$ cat src/rtl/prl_phy_tx_arbiter.sv
// PHY transmit-path arbiter. Hard Reset outranks GoodCRC, which outranks messages.
// Messages also need an idle CC line. Every transaction ends in an inter-frame gap,
// and a watchdog bounds the time spent waiting for the PHY.
module prl_phy_tx_arbiter #(
  parameter int unsigned IFG_CYCLES = 8,
  parameter int unsigned TX_TIMEOUT = 1023,
  parameter int unsigned CNT_W      = 10
) (
  input  logic       CLK,
  input  logic       reset,
  input  logic       HardReset_Req,
  input  logic       GoodCRC_Req,
  input  logic       Msg_Req,
  input  logic       CC_IDLE,
  input  logic       PHY_Tx_Done,
  output logic       PHY_Tx_Start,
  output logic [1:0] PHY_Tx_Sel,
  output logic       HardReset_Gnt,
  output logic       GoodCRC_Gnt,
  output logic       Msg_Gnt,
  output logic       Tx_Complete,
  output logic       Tx_Timeout,
  output logic       Msg_Aborted
);

  localparam int unsigned SEL_W = 2;
  localparam int unsigned GNT_W = 3;

  localparam logic [SEL_W-1:0] SEL_NONE = 2'b00;
  localparam logic [SEL_W-1:0] SEL_CRC  = 2'b01;
  localparam logic [SEL_W-1:0] SEL_MSG  = 2'b10;
  localparam logic [SEL_W-1:0] SEL_HR   = 2'b11;

  localparam logic [CNT_W-1:0] IFG_LOAD = CNT_W'(IFG_CYCLES);
  localparam logic [CNT_W-1:0] TMO_VAL  = CNT_W'(TX_TIMEOUT);
  localparam logic [CNT_W-1:0] CNT_MAX  = '1;
  localparam logic [CNT_W-1:0] CNT_ONE  = CNT_W'(1);

  typedef enum logic [4:0] {
    IDLE  = 5'b00001,
    GAP   = 5'b00010,
    START = 5'b00100,
    BUSY  = 5'b01000,
    DONE  = 5'b10000
  } state_e;

  state_e             state_q;
  logic [SEL_W-1:0]   sel_q;
  logic [GNT_W-1:0]   gnt_q;
  logic               start_q;
  logic               cmp_q;
  logic               tmo_q;
  logic               abt_q;
  logic [CNT_W-1:0]   wdog_q;
  logic [CNT_W-1:0]   gap_q;
  logic [CNT_W-1:0]   wdog_d;
  logic [CNT_W-1:0]   gap_d;
  logic [SEL_W-1:0]   req_sel;

  // Grant vector {HardReset, GoodCRC, Msg} implied by a select code.
  function automatic logic [GNT_W-1:0] gnt_dec(input logic [SEL_W-1:0] sel);
    logic [GNT_W-1:0] g;
    g = '0;
    case (sel)
      SEL_HR:  g = 3'b100;
      SEL_CRC: g = 3'b010;
      SEL_MSG: g = 3'b001;
      default: g = '0;
    endcase
    return g;
  endfunction

  // Fixed-priority winner among the currently eligible requests.
  always_comb begin
    req_sel = SEL_NONE;
    if (HardReset_Req) begin
      req_sel = SEL_HR;
    end else if (GoodCRC_Req) begin
      req_sel = SEL_CRC;
    end else if (Msg_Req && CC_IDLE) begin
      req_sel = SEL_MSG;
    end
  end

  assign wdog_d = (wdog_q == CNT_MAX) ? wdog_q : wdog_q + CNT_ONE;
  assign gap_d  = (gap_q == '0) ? gap_q : gap_q - CNT_ONE;

  always_ff @(posedge CLK) begin
    if (!reset) begin
      state_q <= IDLE;
      sel_q   <= SEL_NONE;
      gnt_q   <= '0;
      start_q <= 1'b0;
      cmp_q   <= 1'b0;
      tmo_q   <= 1'b0;
      abt_q   <= 1'b0;
      wdog_q  <= '0;
      gap_q   <= '0;
    end else begin
      start_q <= 1'b0;
      cmp_q   <= 1'b0;
      tmo_q   <= 1'b0;
      abt_q   <= 1'b0;
      case (state_q)
        IDLE: begin
          if (req_sel != SEL_NONE) begin
            state_q <= START;
            sel_q   <= req_sel;
            gnt_q   <= gnt_dec(req_sel);
            start_q <= 1'b1;
          end
        end
        START: begin
          state_q <= BUSY;
          wdog_q  <= '0;
        end
        BUSY: begin
          // A finished transfer beats both preemption and the watchdog.
          if (PHY_Tx_Done) begin
            state_q <= DONE;
            cmp_q   <= 1'b1;
          end else if ((sel_q == SEL_MSG) && HardReset_Req) begin
            state_q <= START;
            sel_q   <= SEL_HR;
            gnt_q   <= gnt_dec(SEL_HR);
            start_q <= 1'b1;
            abt_q   <= 1'b1;
          end else if (wdog_d == TMO_VAL) begin
            state_q <= DONE;
            tmo_q   <= 1'b1;
            wdog_q  <= wdog_d;
          end else begin
            wdog_q  <= wdog_d;
          end
        end
        DONE: begin
          sel_q   <= SEL_NONE;
          gnt_q   <= '0;
          gap_q   <= IFG_LOAD;
          state_q <= (IFG_CYCLES == 0) ? IDLE : GAP;
        end
        GAP: begin
          // Hard Reset skips the remainder of the gap; other requests wait for IDLE.
          if (HardReset_Req) begin
            state_q <= START;
            sel_q   <= SEL_HR;
            gnt_q   <= gnt_dec(SEL_HR);
            start_q <= 1'b1;
            gap_q   <= '0;
          end else begin
            gap_q <= gap_d;
            if (gap_d == '0) begin
              state_q <= IDLE;
            end
          end
        end
        default: begin
          state_q <= IDLE;
          sel_q   <= SEL_NONE;
          gnt_q   <= '0;
        end
      endcase
    end
  end

  assign PHY_Tx_Start  = start_q;
  assign PHY_Tx_Sel    = sel_q;
  assign HardReset_Gnt = gnt_q[2];
  assign GoodCRC_Gnt   = gnt_q[1];
  assign Msg_Gnt       = gnt_q[0];
  assign Tx_Complete   = cmp_q;
  assign Tx_Timeout    = tmo_q;
  assign Msg_Aborted   = abt_q;

endmodule

$ cat config.mk
export PLATFORM = sky130hd
export DESIGN_NAME = prl_phy_tx_arbiter
export DESIGN_NICKNAME = d
export VERILOG_FILES = /design/src/rtl/prl_phy_tx_arbiter.sv
export SDC_FILE = /design/constraint.sdc
export NUM_CORES = 1
export LEC_CHECK = 0
export ABC_AREA = 1
export CAP_MARGIN = 30
export CORE_AREA = 2 2 85 79
export DETAILED_ROUTE_END_ITERATION = 10
export DIE_AREA = 0 0 87 81
export PLACE_DENSITY = 0.5
export SYNTH_ARGS = -nofsm -noshare
export SYNTH_HDL_FRONTEND = slang
export SYNTH_SLANG_ARGS = --single-unit
$ cat constraint.sdc
create_clock -name CLK -period 4.5 [get_ports CLK]
set_input_delay 0.9 -clock CLK [delete_from_list [all_inputs] [get_ports CLK]]
set_output_delay 0.9 -clock CLK [all_outputs]
set_load 0.03 [all_outputs]
==> impl_metrics.env <==
export IMPL_power_mw=0.7540
export IMPL_min_path_type="flop to flop"
export IMPL_required_ns=4.64
export IMPL_remaining_drc_errors=0
export IMPL_grt_pass1_wl_mm=8.487
export IMPL_synth_area_um2=2113
export IMPL_areaGrowthSynthToFinish_pct=16.99
export IMPL_num_rows=28
export IMPL_synth_area_top_cells="dfxtp_1, nand2_1, inv_1"
export IMPL_io_pins=16
export IMPL_ir_worst_vdd_v=0.0002364
export IMPL_cp_arrival_ns=2.72
export IMPL_tritoncts="done"
export IMPL_wl_mm=4.986
export IMPL_crit_slowest_cell="nor3_2"
export IMPL_drv_cap=0
export IMPL_initial_core_util_pct=33.70
export IMPL_critical_path_max_stage_delay_ns=0.57
export IMPL_post_route_util_pct=39.43
export IMPL_hpwl_mm=3.796
export IMPL_fillers=661
export IMPL_dp_cells=423
export IMPL_nNetsFinal=365
export IMPL_synth_ff_latch_count=34
export IMPL_r2r_start="state_q[0]$_SDFFE_PN1P_"
export IMPL_cpMostUsedCell="nand2_1"
export IMPL_critPathMaxFanout=12
export IMPL_tns_ns=0
export IMPL_wl_per_cell_um=11.57
export IMPL_clk_pin_slew_worst_paths_ns=0.07
export IMPL_root_buffer="clkbuf_8"
export IMPL_p_leak_nw=1.106
export IMPL_vias=2089
export IMPL_clk_latency_ns=0.28
export IMPL_cts_resized=0
export IMPL_r2r_cells=8
export IMPL_die_h_um=81
export IMPL_core_um2=6271
export IMPL_fmax_mhz=388.1
export IMPL_grt_ovfl_total=0
export IMPL_viasPerCell=4.847
export IMPL_hold_buffers=0
export IMPL_worstMarginPinSlew_ns=0.7697
export IMPL_drtIter0Drc=96
export IMPL_rsz0062_at_grt="false"
export IMPL_slew_violations=0
export IMPL_min_period_over_period_pct=57.25
export IMPL_cp_depth=7
export IMPL_n_antenna_cell=0
export IMPL_syn_avg_cell_area_um2=6.271
export IMPL_grtUsageTotal_pct=15.26
export IMPL_setup_viol=0
export IMPL_timing_rr_end="wdog_q[6]$_SDFFE_PN0P_"
export IMPL_portBuffers=15
export IMPL_synth_top_flop_cell="dfxtp_1"
export IMPL_status="finished, final reports clean"
export IMPL_cp_top_family="simple AND/OR/NAND/NOR gates"
export IMPL_synth_top_area_share_pct=32.21
export IMPL_fin_ws_ns=1.924
export IMPL_cts_setup_buffers=0
export IMPL_cts_buffers=5
export IMPL_end_kind="flop"
export IMPL_r2r_setup_slack_ns=2.34
export IMPL_cts_buffer_depth=2
export IMPL_die_x_um=87
export IMPL_criticalPathCategory="input pin to flop"
export IMPL_hold_violations=0
export IMPL_antenna_found_initial=0
export IMPL_synth_edf_count=0
export IMPL_cp_start_kind="input pin"
export IMPL_synth_cell_type_count=35
export IMPL_async_flop_share_pct=0
export IMPL_syn_inst=337
export IMPL_postRouteAntennaNets=0
export IMPL_place_congestion=0.8094
export IMPL_syn_num_nets=347
export IMPL_htreeDepth=2
export IMPL_finalClockSkew_ns=0.006894
export IMPL_min_period_ns=2.576
export IMPL_synth_top_area_cell="dfxtp_1"
export IMPL_die_area_um2=7047
export IMPL_cp_cell_sequence="clkdlybuf4s50_1 -> nand2_1 -> inv_1 -> nor3_2 -> nor2_1 -> nand2_1 -> a21oi_1"
export IMPL_path_buf_inv=2
export IMPL_clock_sinks=34
export IMPL_grt_pass1_vias=1893
export IMPL_ys_warn_count=0
export IMPL_crit_start="HardReset_Req"
export IMPL_synth_seq_area_share_pct=32.21
export IMPL_grt_max_degree=27
export IMPL_cp_endpoint="wdog_q[6]$_SDFFE_PN0P_"
export IMPL_max_slew_margin_rel_pct=48.37
export IMPL_pre_cts_slack_ns=1.613
export IMPL_fin_cells=431
export IMPL_first_pass_iters=4
export IMPL_drive_gt1_share_pct=8.989
export IMPL_p_per_area_nw_per_um2=305.0
==> where the power goes <==
part,switching [mW],internal [mW],leakage [nW]
logic,0.0605,0.0345,0.762
clock network,0.117,0.222,0.0683
registers,0.00781,0.312,0.275
total,0.186,0.568,1.11
==> state kept, by name (all words and copies together) (netlist names) <==
name	flops
gap_q	10
state_q	5
Tx_Timeout	1
PHY_Tx_Sel	2
gnt_q	3
Tx_Complete	1
PHY_Tx_Start	1
Msg_Aborted	1
wdog_q	10
==> per-layer routing <==
layer | vias to the layer above | track usage (%) | share of wire (%)
li1 | 1113 | - | -
met1 | 936 | 20.14 | 50
met2 | 36 | 24.96 | 46
met3 | 4 | 3.150 | 3.3
met4 | 0 | 4.844 | 0.80
met5 | - | 0 | 0
==> synth_stat cells (all sizes together) (2+ instances only) <==
| library cell | n |
|---|---|
| ha | 3 |
| o21ai | 14 |
| nor2 | 37 |
| and2 | 2 |
| inv | 51 |
| nand3 | 34 |
| nand2 | 101 |
| xnor2 | 2 |
| nor3 | 7 |
| nand4 | 5 |
| dfxtp | 34 |
| buf | 2 |
| a21oi | 29 |
| xor2 | 3 |
| and3 | 2 |
| clkbuf | 2 |
==> worst min path at each step <==
stage / end / start / cells after the start / slack (ns)
CTS: gnt_q[1]$_SDFFE_PN0P_ / gnt_q[1]$_SDFFE_PN0P_ / 2 / 0.47
detailed placement: gnt_q[1]$_SDFFE_PN0P_ / gnt_q[1]$_SDFFE_PN0P_ / 2 / 0.46
global placement: gnt_q[1]$_SDFFE_PN0P_ / gnt_q[1]$_SDFFE_PN0P_ / 2 / 0.46
global route: gnt_q[1]$_SDFFE_PN0P_ / gnt_q[1]$_SDFFE_PN0P_ / 2 / 0.50
finish: gnt_q[1]$_SDFFE_PN0P_ / gnt_q[1]$_SDFFE_PN0P_ / 2 / 0.47
floorplan: gap_q[8]$_SDFFE_PN0P_ / gap_q[8]$_SDFFE_PN0P_ / 2 / 0.46
==> through the flow <==
| stage | hold WS, ns | instance area, um^2 |
|---|---|---|
| floorplan | 0.4584 | 2113 |
| global placement | 0.4570 | 2335 |
| detailed placement | 0.4565 | 2335 |
| CTS | 0.4696 | 2472 |
| global route | 0.4952 | 2472 |
| finish | 0.4670 | 2472 |
==> worst reg2reg max path, stage by stage (launching register included) <==
cell and delay [ns]:
dfxtp_1 0.33, nor2_1 0.14, nand2_1 0.13, nor3_4 0.26, inv_2 0.08, nor3_2 0.54
nor2_1 0.34, nand2_1 0.14, a21oi_1 0.06
==> logic make-up after synthesis <==
family | share of synthesized area, %
simple gates | 41.21
buf+inv | 10.30
compound gates | 12.43
flops | 32.21
xor+xnor | 2.073
fa+ha+maj | 1.776
==> layout make-up <==
type | instances | area, um^2 | area share (%)
inverters | 52 | 195.2 | 7.895
flip-flops and latches | 34 | 680.7 | 27.53
clock buffers | 5 | 68.82 | 2.783
well taps | 75 | 93.84 | 3.796
clock inverters | 3 | 68.82 | 2.783
multi-input cells | 247 | 1215 | 49.14
repair buffers | 15 | 150.1 | 6.073
==> placed cells by master (no fill, tap or decap), types with 2 or more instances in the layout <==
cell / n
inv_2: 6
nand4_1: 5
o21ai_1: 3
xor2_1: 3
clkbuf_8: 5
bufinv_16: 2
nor3_1: 4
a21oi_1: 29
nand3_1: 32
nor3_4: 2
nand2_2: 5
nor2_2: 5
and2_1: 2
o21ai_0: 10
nand2_1: 96
nor2_1: 31
clkdlybuf4s50_1: 15
ha_1: 3
and3_1: 2
inv_1: 45
dfxtp_1: 34
xnor2_1: 2
Note: power is estimated with default switching activity, not from simulation.
